### src/rtl/mux41_sel_scan.sv
// Select sequencer for a 4:1 mux. It steps through the channels enabled in
// `mask` in ascending order and holds each one for dwell+1 cycles. It pulses
// ch_start on the first cycle of each hold and frame_done on the last hold
// cycle of the highest enabled channel. All outputs are registered.
module mux41_sel_scan #(
    parameter int unsigned DWELL_W = 8
) (
    input  logic               clk,
    input  logic               rst,
    input  logic               en,
    input  logic [3:0]         mask,
    input  logic [DWELL_W-1:0] dwell,
    output logic               s0,
    output logic               s1,
    output logic               valid,
    output logic               ch_start,
    output logic               frame_done
);

    typedef enum logic [0:0] {StIdle, StScan} state_e;

    state_e             state_q, state_d;
    logic [1:0]         ch_q, ch_d;
    logic [DWELL_W-1:0] cnt_q, cnt_d;
    logic               valid_q, valid_d;
    logic               ch_start_q, ch_start_d;
    logic               frame_done_q, frame_done_d;
    logic               load;
    logic [3:0]         above;
    logic [1:0]         next_ch;

    // Index of the lowest set bit; 0 when none is set.
    function automatic logic [1:0] lowest_set(input logic [3:0] m);
        lowest_set = 2'd0;
        for (int i = 3; i >= 0; i--) begin
            if (m[i]) lowest_set = 2'(i);
        end
    endfunction

    // Channels strictly above channel c.
    function automatic logic [3:0] above_mask(input logic [1:0] c);
        unique case (c)
            2'd0:    above_mask = 4'b1110;
            2'd1:    above_mask = 4'b1100;
            2'd2:    above_mask = 4'b1000;
            default: above_mask = 4'b0000;
        endcase
    endfunction

    // Next enabled channel above the current one, wrapping to the lowest.
    always_comb begin
        above   = mask & above_mask(ch_q);
        next_ch = (above != 4'b0000) ? lowest_set(above) : lowest_set(mask);
    end

    // State register, channel and dwell counter, registered outputs.
    always_ff @(posedge clk or posedge rst) begin
        if (rst) begin
            state_q      <= StIdle;
            ch_q         <= 2'd0;
            cnt_q        <= '0;
            valid_q      <= 1'b0;
            ch_start_q   <= 1'b0;
            frame_done_q <= 1'b0;
        end else begin
            state_q      <= state_d;
            ch_q         <= ch_d;
            cnt_q        <= cnt_d;
            valid_q      <= valid_d;
            ch_start_q   <= ch_start_d;
            frame_done_q <= frame_done_d;
        end
    end

    // Next-state: start, count down the hold, advance, or stop.
    always_comb begin
        state_d = state_q;
        ch_d    = ch_q;
        cnt_d   = cnt_q;
        load    = 1'b0;
        unique case (state_q)
            StIdle: begin
                ch_d  = 2'd0;
                cnt_d = '0;
                if (en && mask != 4'b0000) begin
                    state_d = StScan;
                    ch_d    = lowest_set(mask);
                    cnt_d   = dwell;
                    load    = 1'b1;
                end
            end
            StScan: begin
                if (!en) begin
                    state_d = StIdle;
                    ch_d    = 2'd0;
                    cnt_d   = '0;
                end else if (cnt_q != '0) begin
                    cnt_d = cnt_q - DWELL_W'(1);
                end else if (mask == 4'b0000) begin
                    state_d = StIdle;
                    ch_d    = 2'd0;
                    cnt_d   = '0;
                end else begin
                    ch_d  = next_ch;
                    cnt_d = dwell;
                    load  = 1'b1;
                end
            end
            default: begin
                state_d = StIdle;
                ch_d    = 2'd0;
                cnt_d   = '0;
            end
        endcase
    end

    // Output decode for the cycle after this edge.
    always_comb begin
        valid_d      = (state_d == StScan);
        ch_start_d   = load;
        frame_done_d = valid_d && (cnt_d == '0) && ((mask & above_mask(ch_d)) == 4'b0000);
    end

    assign s0         = ch_q[0];
    assign s1         = ch_q[1];
    assign valid      = valid_q;
    assign ch_start   = ch_start_q;
    assign frame_done = frame_done_q;

endmodule

### config.mk
export PLATFORM = sky130hd
export DESIGN_NAME = mux41_sel_scan
export DESIGN_NICKNAME = d
export VERILOG_FILES = /design/src/rtl/mux41_sel_scan.sv
export SDC_FILE = /design/constraint.sdc
export NUM_CORES = 1
export LEC_CHECK = 0
export BUFFER_PORTS_ARGS = -buffer_cell sky130_fd_sc_hd__buf_2
export CAP_MARGIN = 15
export CORE_UTILIZATION = 50
export CTS_BUF_LIST = sky130_fd_sc_hd__clkbuf_2 sky130_fd_sc_hd__clkbuf_4 sky130_fd_sc_hd__clkbuf_8
export DETAILED_ROUTE_END_ITERATION = 6
export GPL_TIMING_DRIVEN = 0
export HOLD_SLACK_MARGIN = 0.12
export PLACE_DENSITY = 0.71
export SLEW_MARGIN = 20
export SYNTH_ARGS = -nofsm -noshare
export SYNTH_HDL_FRONTEND = slang
export SYNTH_SLANG_ARGS = --single-unit
### constraint.sdc
create_clock -name clk -period 3.1 [get_ports clk]
set_input_delay 0.465 -clock clk [delete_from_list [all_inputs] [get_ports clk]]
set_output_delay 0.465 -clock clk [all_outputs]
set_load 0.01 [all_outputs]
# Word-level counts from Yosys, hierarchy flattened
# Cells that the tools add are included.
[op_classes]
add_sub_neg = 1
eq_ne = 4
n_mux = 29
n_bitwise = 3
n_reduce_logical = 11
[op_table]
columns = ["op", "count"]
rows = [
  ["$mux 8", 4],
  ["$mux 2", 13],
  ["$pmux 4 s3", 2],
  ["$pmux 8 s2", 1],
  ["$and 4x4->4", 2],
  ["$logic_not 4->1", 2],
  ["$logic_not 8->1", 1],
  ["$reduce_bool 4->1", 2],
  ["$reduce_bool 8->1", 1],
  ["$sub 8x1->8 const B", 1],
  ["$mux 1", 6],
  ["$eq 2x1->1 const B", 2],
  ["$eq 2x2->1 const B", 2],
  ["$logic_not 2->1", 2],
  ["$pmux 1 s2", 2],
  ["$pmux 2 s2", 1],
  ["$logic_and 1x1->1", 3],
  ["$not 1->1", 1],
]
[word_totals]
reg_bits = 13
input_bits = 15

# Logic depth before layout (Yosys ltp)
# Gate-level depths: netlist of run 1.
[depth]
ltp_word = 17
mapped_depth = 9

# Worst setup path after synthesis of run 1
# OpenSTA, ideal clock, no wires.
[synth_path]
path_type = "register -> register"
from = "register cnt_q[0]"
to = "register frame_done_q, in the netlist frame_done"
setup_ns = 0.107
arrival_ns = 2.514
path_slack_ns = 0.479
stages_incl_launch_ff = 10
path_buffers = 1
path_cell_list = "dfrtp_1 -> inv_1 -> ha_1 -> or4b_4 -> or4_4 -> buf_6 -> nor3_1 -> a22oi_1 -> a21o_2 -> a2111oi_4"
[synth_via]
elab_chain_len = 9
word_cells_on_any_way = 20
[synth_rtl]
columns = ["item", "line_no", "source"]
rows = [
  ["start, declared", "24", "logic [DWELL_W-1:0] cnt_q, cnt_d;"],
  ["start signal, assigned", "68", "cnt_q <= cnt_d;"],
  ["$reduce_bool 8->1", "97", "end else if (cnt_q != '0) begin"],
  ["$mux 2", "97", ""],
  ["$mux 2", "93", "if (!en) begin"],
  ["$pmux 2 s2", "81", "unique case (state_q)"],
  ["$eq 2x2->1, or another cell as far along", "42", "unique case (c)"],
  ["$pmux 4 s3", "42", ""],
  ["$and 4x4->4", "121", "frame_done_d = valid_d && (cnt_d == '0) && ((mask & above_mask(ch_d)) == 4'b0000);"],
  ["$logic_not 4->1", "121", ""],
  ["$logic_and 1x1->1 (*)", "121", ""],
  ["net frame_done_d", "27", "logic frame_done_q, frame_done_d;"],
  ["end signal, assigned", "71", "frame_done_q <= frame_done_d;"],
  ["end, declared", "27", ""],
]
# Mark *: on every way through the listed nets, which the timed path passes. The rest lies on a longest branch.

# Worst setup path in the final report of run 1
# Same ends and word-level chain as after synthesis.

==> results of run 1 <==
-- cells by family (layout without fill, tap and decap cells) --
group,count (synthesis),count (layout)
flops,13,13
compound gates,34,34
xor+xnor,3,3
simple gates,37,37
mux,2,2
fa+ha+maj,1,1
buf+inv,9,32
-- power breakdown --
group	internal [W]	switching [W]
Clock	0.0000587	0.0000548
Combinational	0.000213	0.000235
Sequential	0.000223	0.0000631
Total	0.000495	0.000353
-- registers in the layout, summed over array words and instances, names as in the netlist --
register,cells
ch_q,2
ch_start,1
cnt_q,8
frame_done,1
valid,1
-- synth_stat cells, drive strengths merged --
cell / n / area share
or4b: 1 / 0.016
or2: 1 / 0.0071
o221a: 1 / 0.013
o22ai: 1 / 0.0071
nor3b: 1 / 0.0085
o211ai: 1 / 0.0085
nand3b: 1 / 0.0085
a21oi: 9 / 0.055
a22o: 1 / 0.0099
mux2i: 2 / 0.023
buf: 1 / 0.013
o311ai: 1 / 0.0099
nor4: 2 / 0.014
nand3: 3 / 0.017
o21ai: 10 / 0.057
o21bai: 2 / 0.030
or4: 2 / 0.021
a21o: 2 / 0.018
a211oi: 1 / 0.0085
nand2: 11 / 0.047
a41o: 1 / 0.011
dfrtp: 13 / 0.37
ha: 1 / 0.014
xnor2: 2 / 0.020
clkbuf: 1 / 0.0042
a41oi: 1 / 0.0099
inv: 7 / 0.030
nor4b: 1 / 0.0099
o221ai: 1 / 0.0099
a22oi: 1 / 0.0085
a2111oi: 1 / 0.031
nor3: 3 / 0.017
xor2: 1 / 0.0099
nor2b: 4 / 0.037
nor2: 7 / 0.030
-- per-layer routing --
layer / routed length, um / vias up / GRT usage
met5: 0 / - / 0
met4: 14 / 0 / 0.0545
met3: 89 / 2 / 0.0612
met2: 840 / 23 / 0.318
met1: 977 / 394 / 0.344
li1: - / 413 / -
-- metrics by stage --
| stage | hold slack [ns] | instance area, um2 |
|---|---|---|
| finish | 0.189 | 1030 |
| global route | 0.239 | 1030 |
| CTS | 0.209 | 1030 |
| detailed placement | 0.516 | 1000 |
| global placement | 0.515 | 1000 |
| floorplan | 0.342 | 885 |
-- how the worst max path moves through the flow --
stage                       start                   end  slack, ns  depth (start not counted)
2_1_floorplan  cnt_q[0]$_DFF_PP0_  frame_done$_DFF_PP0_       0.48                          9
3_3_place_gp   cnt_q[0]$_DFF_PP0_  frame_done$_DFF_PP0_       0.33                          9
3_5_place_dp   cnt_q[0]$_DFF_PP0_  frame_done$_DFF_PP0_       0.30                          9
4_1_cts        cnt_q[0]$_DFF_PP0_  frame_done$_DFF_PP0_       0.28                          9
5_1_grt        cnt_q[0]$_DFF_PP0_  frame_done$_DFF_PP0_       0.12                          9
6_report       cnt_q[0]$_DFF_PP0_  frame_done$_DFF_PP0_       0.29                          9
-- area by class of cell --
| type | count | area [um2] |
|---|---|---|
| Fill cell | 146 | 547 |
| Multi-Input combinational cell | 77 | 518 |
| Clock buffer | 4 | 30.0 |
| Inverter | 7 | 26.3 |
| Buffer | 2 | 15.0 |
| Timing Repair Buffer | 19 | 95.1 |
| Sequential cell | 13 | 325 |
| Tap cell | 16 | 20.0 |
-- worst max-delay path, stage by stage, from the launching register on --
cell       delay [ns]
dfrtp_1          0.41
inv_1            0.09
ha_1             0.26
or4b_4           0.50
or4_4            0.43
buf_6            0.16
nor3_1           0.17
a22oi_1          0.10
a21o_2           0.25
a2111oi_4        0.35
==> metrics.cfg, run 1 <==
[sta]
slew_headroom=0.682
grt_setup_unrepaired=false
fmax_ghz=0.356
setup_violations=0
maxSlewViolCount=0
fin_crit_sh=0.905
setup-tns-final_ns=0
final-hold-violation-count=0
fin_ws_ns=0.294
worst_pin_slew_ns=0.471
period_minus_slack_ns=2.81
skew_ns=0.00561

[floorplanning]
dieArea_um2=1940
num_rows=14
die_h_um=44.1
die_w_um=44.1
start_util=0.561
io_pins=20
core_area_um2=1580

[grt]
grt_max_degree=14
grt_pass1_wl_um=3220
grt_pass1_vias=721
antenna_found_initial=0
grt_usage=0.226
gr-total-overflow=0

[detailed_routing]
antenna_left=0
drt_pass1_iterations=4
routed_wl_um=1920
drt_iter0_markers=21
vias_per_cell=6.03
drc=0
num_vias=832
wl_per_cell_um=13.9

[worst_setup_path]
arrival_ns=2.98
crit_fanout=10
critPathRequiredTime_ns=3.27
reg2reg_slack_ns=0.29
crit-reg2reg-launch=cnt_q[0]$_DFF_PP0_
worstReg2RegEnd=frame_done$_DFF_PP0_
end_kind=flop
worstSetupStartpointType=flop
worstSetupPathType=reg2reg
worst-r2r-cell-count=9

[clock_network]
cts_sinks=13
holdBufCountCts=0
cts.htree.levels=1
post_cts_buffers=0
clock_latency_ns=0.28
cts_tree=built
post_cts_resize_count=0
clkTransAtPathRegs_ns=0.08
cts_buffer_depth=2
root_buffer=clkbuf_4
numCtsBuffers=3

[hold_path]
hold_path_class=in2async

[power_and_ir_drop]
power_density_nw_per_um2=823
fin_total_pwr_w=0.000848
ir_drop_uv=471
p_leak_nw=0.482

[final_layout]
nets=139
final_common_cell=buf_2
drive_gt1_frac=0.270
syn2layout_area_growth_pct=16.4
antenna_cells=0
final_cell_mix=buf_2 (19), dfrtp_1 (13), nand2_1 (11), o21ai_0 (10), a21oi_1 (8)
final_cells=138
final_core_util=0.653

[logic_synthesis]
synth_warnings=0
ys_ff_latch=13
synthAdderAreaFrac=0.0141
ys_seq_area_frac=0.368
syn_avg_cell_area_um2=8.94
synth_area_um2=885
synthMuxAreaShare=0.0226
synthSimpleGateAreaFrac=0.232
synth.net_count=115
synth_top_family_by_area=compound AO/OA/AOI/OAI gates
synth_cell_types=40
syn_inst=99
synth-compound-area-share=0.287
synthXorXnorAreaFrac=0.0297

[placement]
io_buffer_count=19
dpl.hpwl_um=1470
place_congestion=0.803
dp_slack_ns=0.305
dp_cells=134

[outcome]
status=finished clean

[run]
cap_violations=0

(Power assumes the default switching activity.)
==> run 2: changes to the inputs <==
--- a/config.mk
+++ b/config.mk
@@ -7,12 +7,13 @@
 export LEC_CHECK = 0
 export BUFFER_PORTS_ARGS = -buffer_cell sky130_fd_sc_hd__buf_2
 export CAP_MARGIN = 15
-export CORE_UTILIZATION = 50
+export CORE_ASPECT_RATIO = 0.7
+export CORE_UTILIZATION = 43
 export CTS_BUF_LIST = sky130_fd_sc_hd__clkbuf_2 sky130_fd_sc_hd__clkbuf_4 sky130_fd_sc_hd__clkbuf_8
 export DETAILED_ROUTE_END_ITERATION = 6
 export GPL_TIMING_DRIVEN = 0
 export HOLD_SLACK_MARGIN = 0.12
-export PLACE_DENSITY = 0.71
+export PLACE_DENSITY = 0.62
 export SLEW_MARGIN = 20
 export SYNTH_ARGS = -nofsm -noshare
 export SYNTH_HDL_FRONTEND = slang
==> run 2 against run 1 <==
Cell area increased by 0.49%. Hold slack better by 0.0034 ns. Final cell count increased by 4.3%. Highest routed layer unchanged. Critical endpoint unchanged.
==> metrics.cfg, run 2 (synthesized netlist as in run 1, its figures left out) <==
[outcome]
status=finished clean

[clock_network]
post_cts_buffers=0
cts_tree=built
numCtsBuffers=3
holdBufCountCts=0
post_cts_resize_count=0
cts_sinks=13
cts.htree.levels=1
root_buffer=clkbuf_4
cts_buffer_depth=2
clkTransAtPathRegs_ns=0.09
clock_latency_ns=0.28

[final_layout]
final_cell_mix=buf_2 (19), dfrtp_1 (13), nand2_1 (11), o21ai_0 (10), a21oi_1 (8)
top_register=cnt_q
nets=139
final_core_util=0.544
final_common_cell=buf_2
largestRegisters=cnt_q x8, ch_q x2
antenna_cells=0
drive_gt1_frac=0.270
syn2layout_area_growth_pct=17.0
largest_reg_flops=8

[power_and_ir_drop]
power_density_nw_per_um2=819
fin_total_pwr_w=0.000848
p_int_w=0.000484
p_sw_frac=0.429
ir_drop_uv=549
clkPwrFrac=0.128
seq_power_share=0.338
share_comb_of_total_power=0.534
p_leak_nw=0.481
p_sw_w=0.000364

[sta]
skew_ns=0.00284
slew_headroom=0.645
final-hold-violation-count=0
period_minus_slack_ns=2.84
fin_crit_sh=0.916
worst_pin_slew_ns=0.527
maxSlewViolCount=0
fmax_ghz=0.352
setup_violations=0
grt_setup_unrepaired=false
setup-tns-final_ns=0

[worst_setup_path]
slowest_delay_ns=0.51
path_depth=9
critPathRequiredTime_ns=3.24
crit_chain=inv_1, ha_1, or4b_4, or4_4, buf_6, a21oi_2, a22o_1, o21bai_4, a2111oi_4
arrival_ns=2.98
crit_fanout=10
crit-reg2reg-launch=cnt_q[0]$_DFF_PP0_
cp_slowest_cell=or4b_4
worstReg2RegEnd=frame_done$_DFF_PP0_
critPathTopFamily=simple AND/OR/NAND/NOR gates
reg2reg_slack_ns=0.26
worst-r2r-cell-count=9
end_kind=flop
critical_path.n_buffers_inverters=2
worstSetupStartpointType=flop
worstSetupPathType=reg2reg

[floorplanning]
io_pins=20
num_rows=13
dieArea_um2=2250
start_util=0.465
die_h_um=40.0
core_area_um2=1900
die_w_um=56.2

[placement]
io_buffer_count=19
place_congestion=0.823
dpl.hpwl_um=1570

[detailed_routing]
drc=0
drt_iter0_markers=34
drt_pass1_iterations=4
antenna_left=0
routed_wl_um=2020
wl_per_cell_um=14.0
num_vias=833
vias_per_cell=5.78

[grt]
grt_pass1_wl_um=3110
antenna_found_initial=0
grt_max_degree=14
grt_pass1_vias=654
grt_usage=0.190
gr-total-overflow=0

[hold_path]
hold_path_class=in2async

[run]
cap_violations=0

run 2: power by group through the flow:
| stage | sequential, W | clock, W | combinational, W |
|---|---|---|---|
| after floorplan | 0.000281 | 0 | 0.000354 |
| after global placement | 0.000288 | 0 | 0.000447 |
| after detailed placement | 0.000289 | 0 | 0.000449 |
| after CTS | 0.000286 | 0.000112 | 0.000452 |
| after global routing | 0.000298 | 0.000123 | 0.000502 |
| final | 0.000286 | 0.000109 | 0.000453 |
run 2: final cells by class:
class / instances / area (um2)
multi-input combinational: 77 / 518
clock buffer: 3 / 22.5
fill: 174 / 868
inverter: 7 / 26.3
sequential: 13 / 325
buffer: 2 / 15.0
tap: 22 / 27.5
clock inverter: 1 / 5.00
timing repair buffer: 19 / 95.1
run 2: worst max path at each step:
stage	from	end
after floorplan	cnt_q[0]$_DFF_PP0_	frame_done$_DFF_PP0_
after global placement	cnt_q[0]$_DFF_PP0_	frame_done$_DFF_PP0_
after detailed placement	cnt_q[0]$_DFF_PP0_	frame_done$_DFF_PP0_
after CTS	cnt_q[0]$_DFF_PP0_	frame_done$_DFF_PP0_
after global routing	cnt_q[0]$_DFF_PP0_	frame_done$_DFF_PP0_
final	cnt_q[0]$_DFF_PP0_	frame_done$_DFF_PP0_
run 2: metrics by stage:
stage | setup slack, ns | cells | hold slack (ns) | cell area (um2)
after CTS | 0.250 | 144 | 0.209 | 1030
after floorplan | 0.479 | 99 | 0.342 | 885
final | 0.261 | 144 | 0.193 | 1030
after detailed placement | 0.287 | 140 | 0.515 | 1010
after global placement | 0.312 | 140 | 0.509 | 1010
after global routing | 0.111 | 144 | 0.223 | 1030
run 2: routing by layer:
layer | wire, um | GRT usage | up-vias
met5 | 0 | 0 | -
met3 | 100 | 0.0677 | 3
met2 | 866 | 0.286 | 25
met1 | 1050 | 0.272 | 388
met4 | 7 | 0.0183 | 0
li1 | - | - | 417
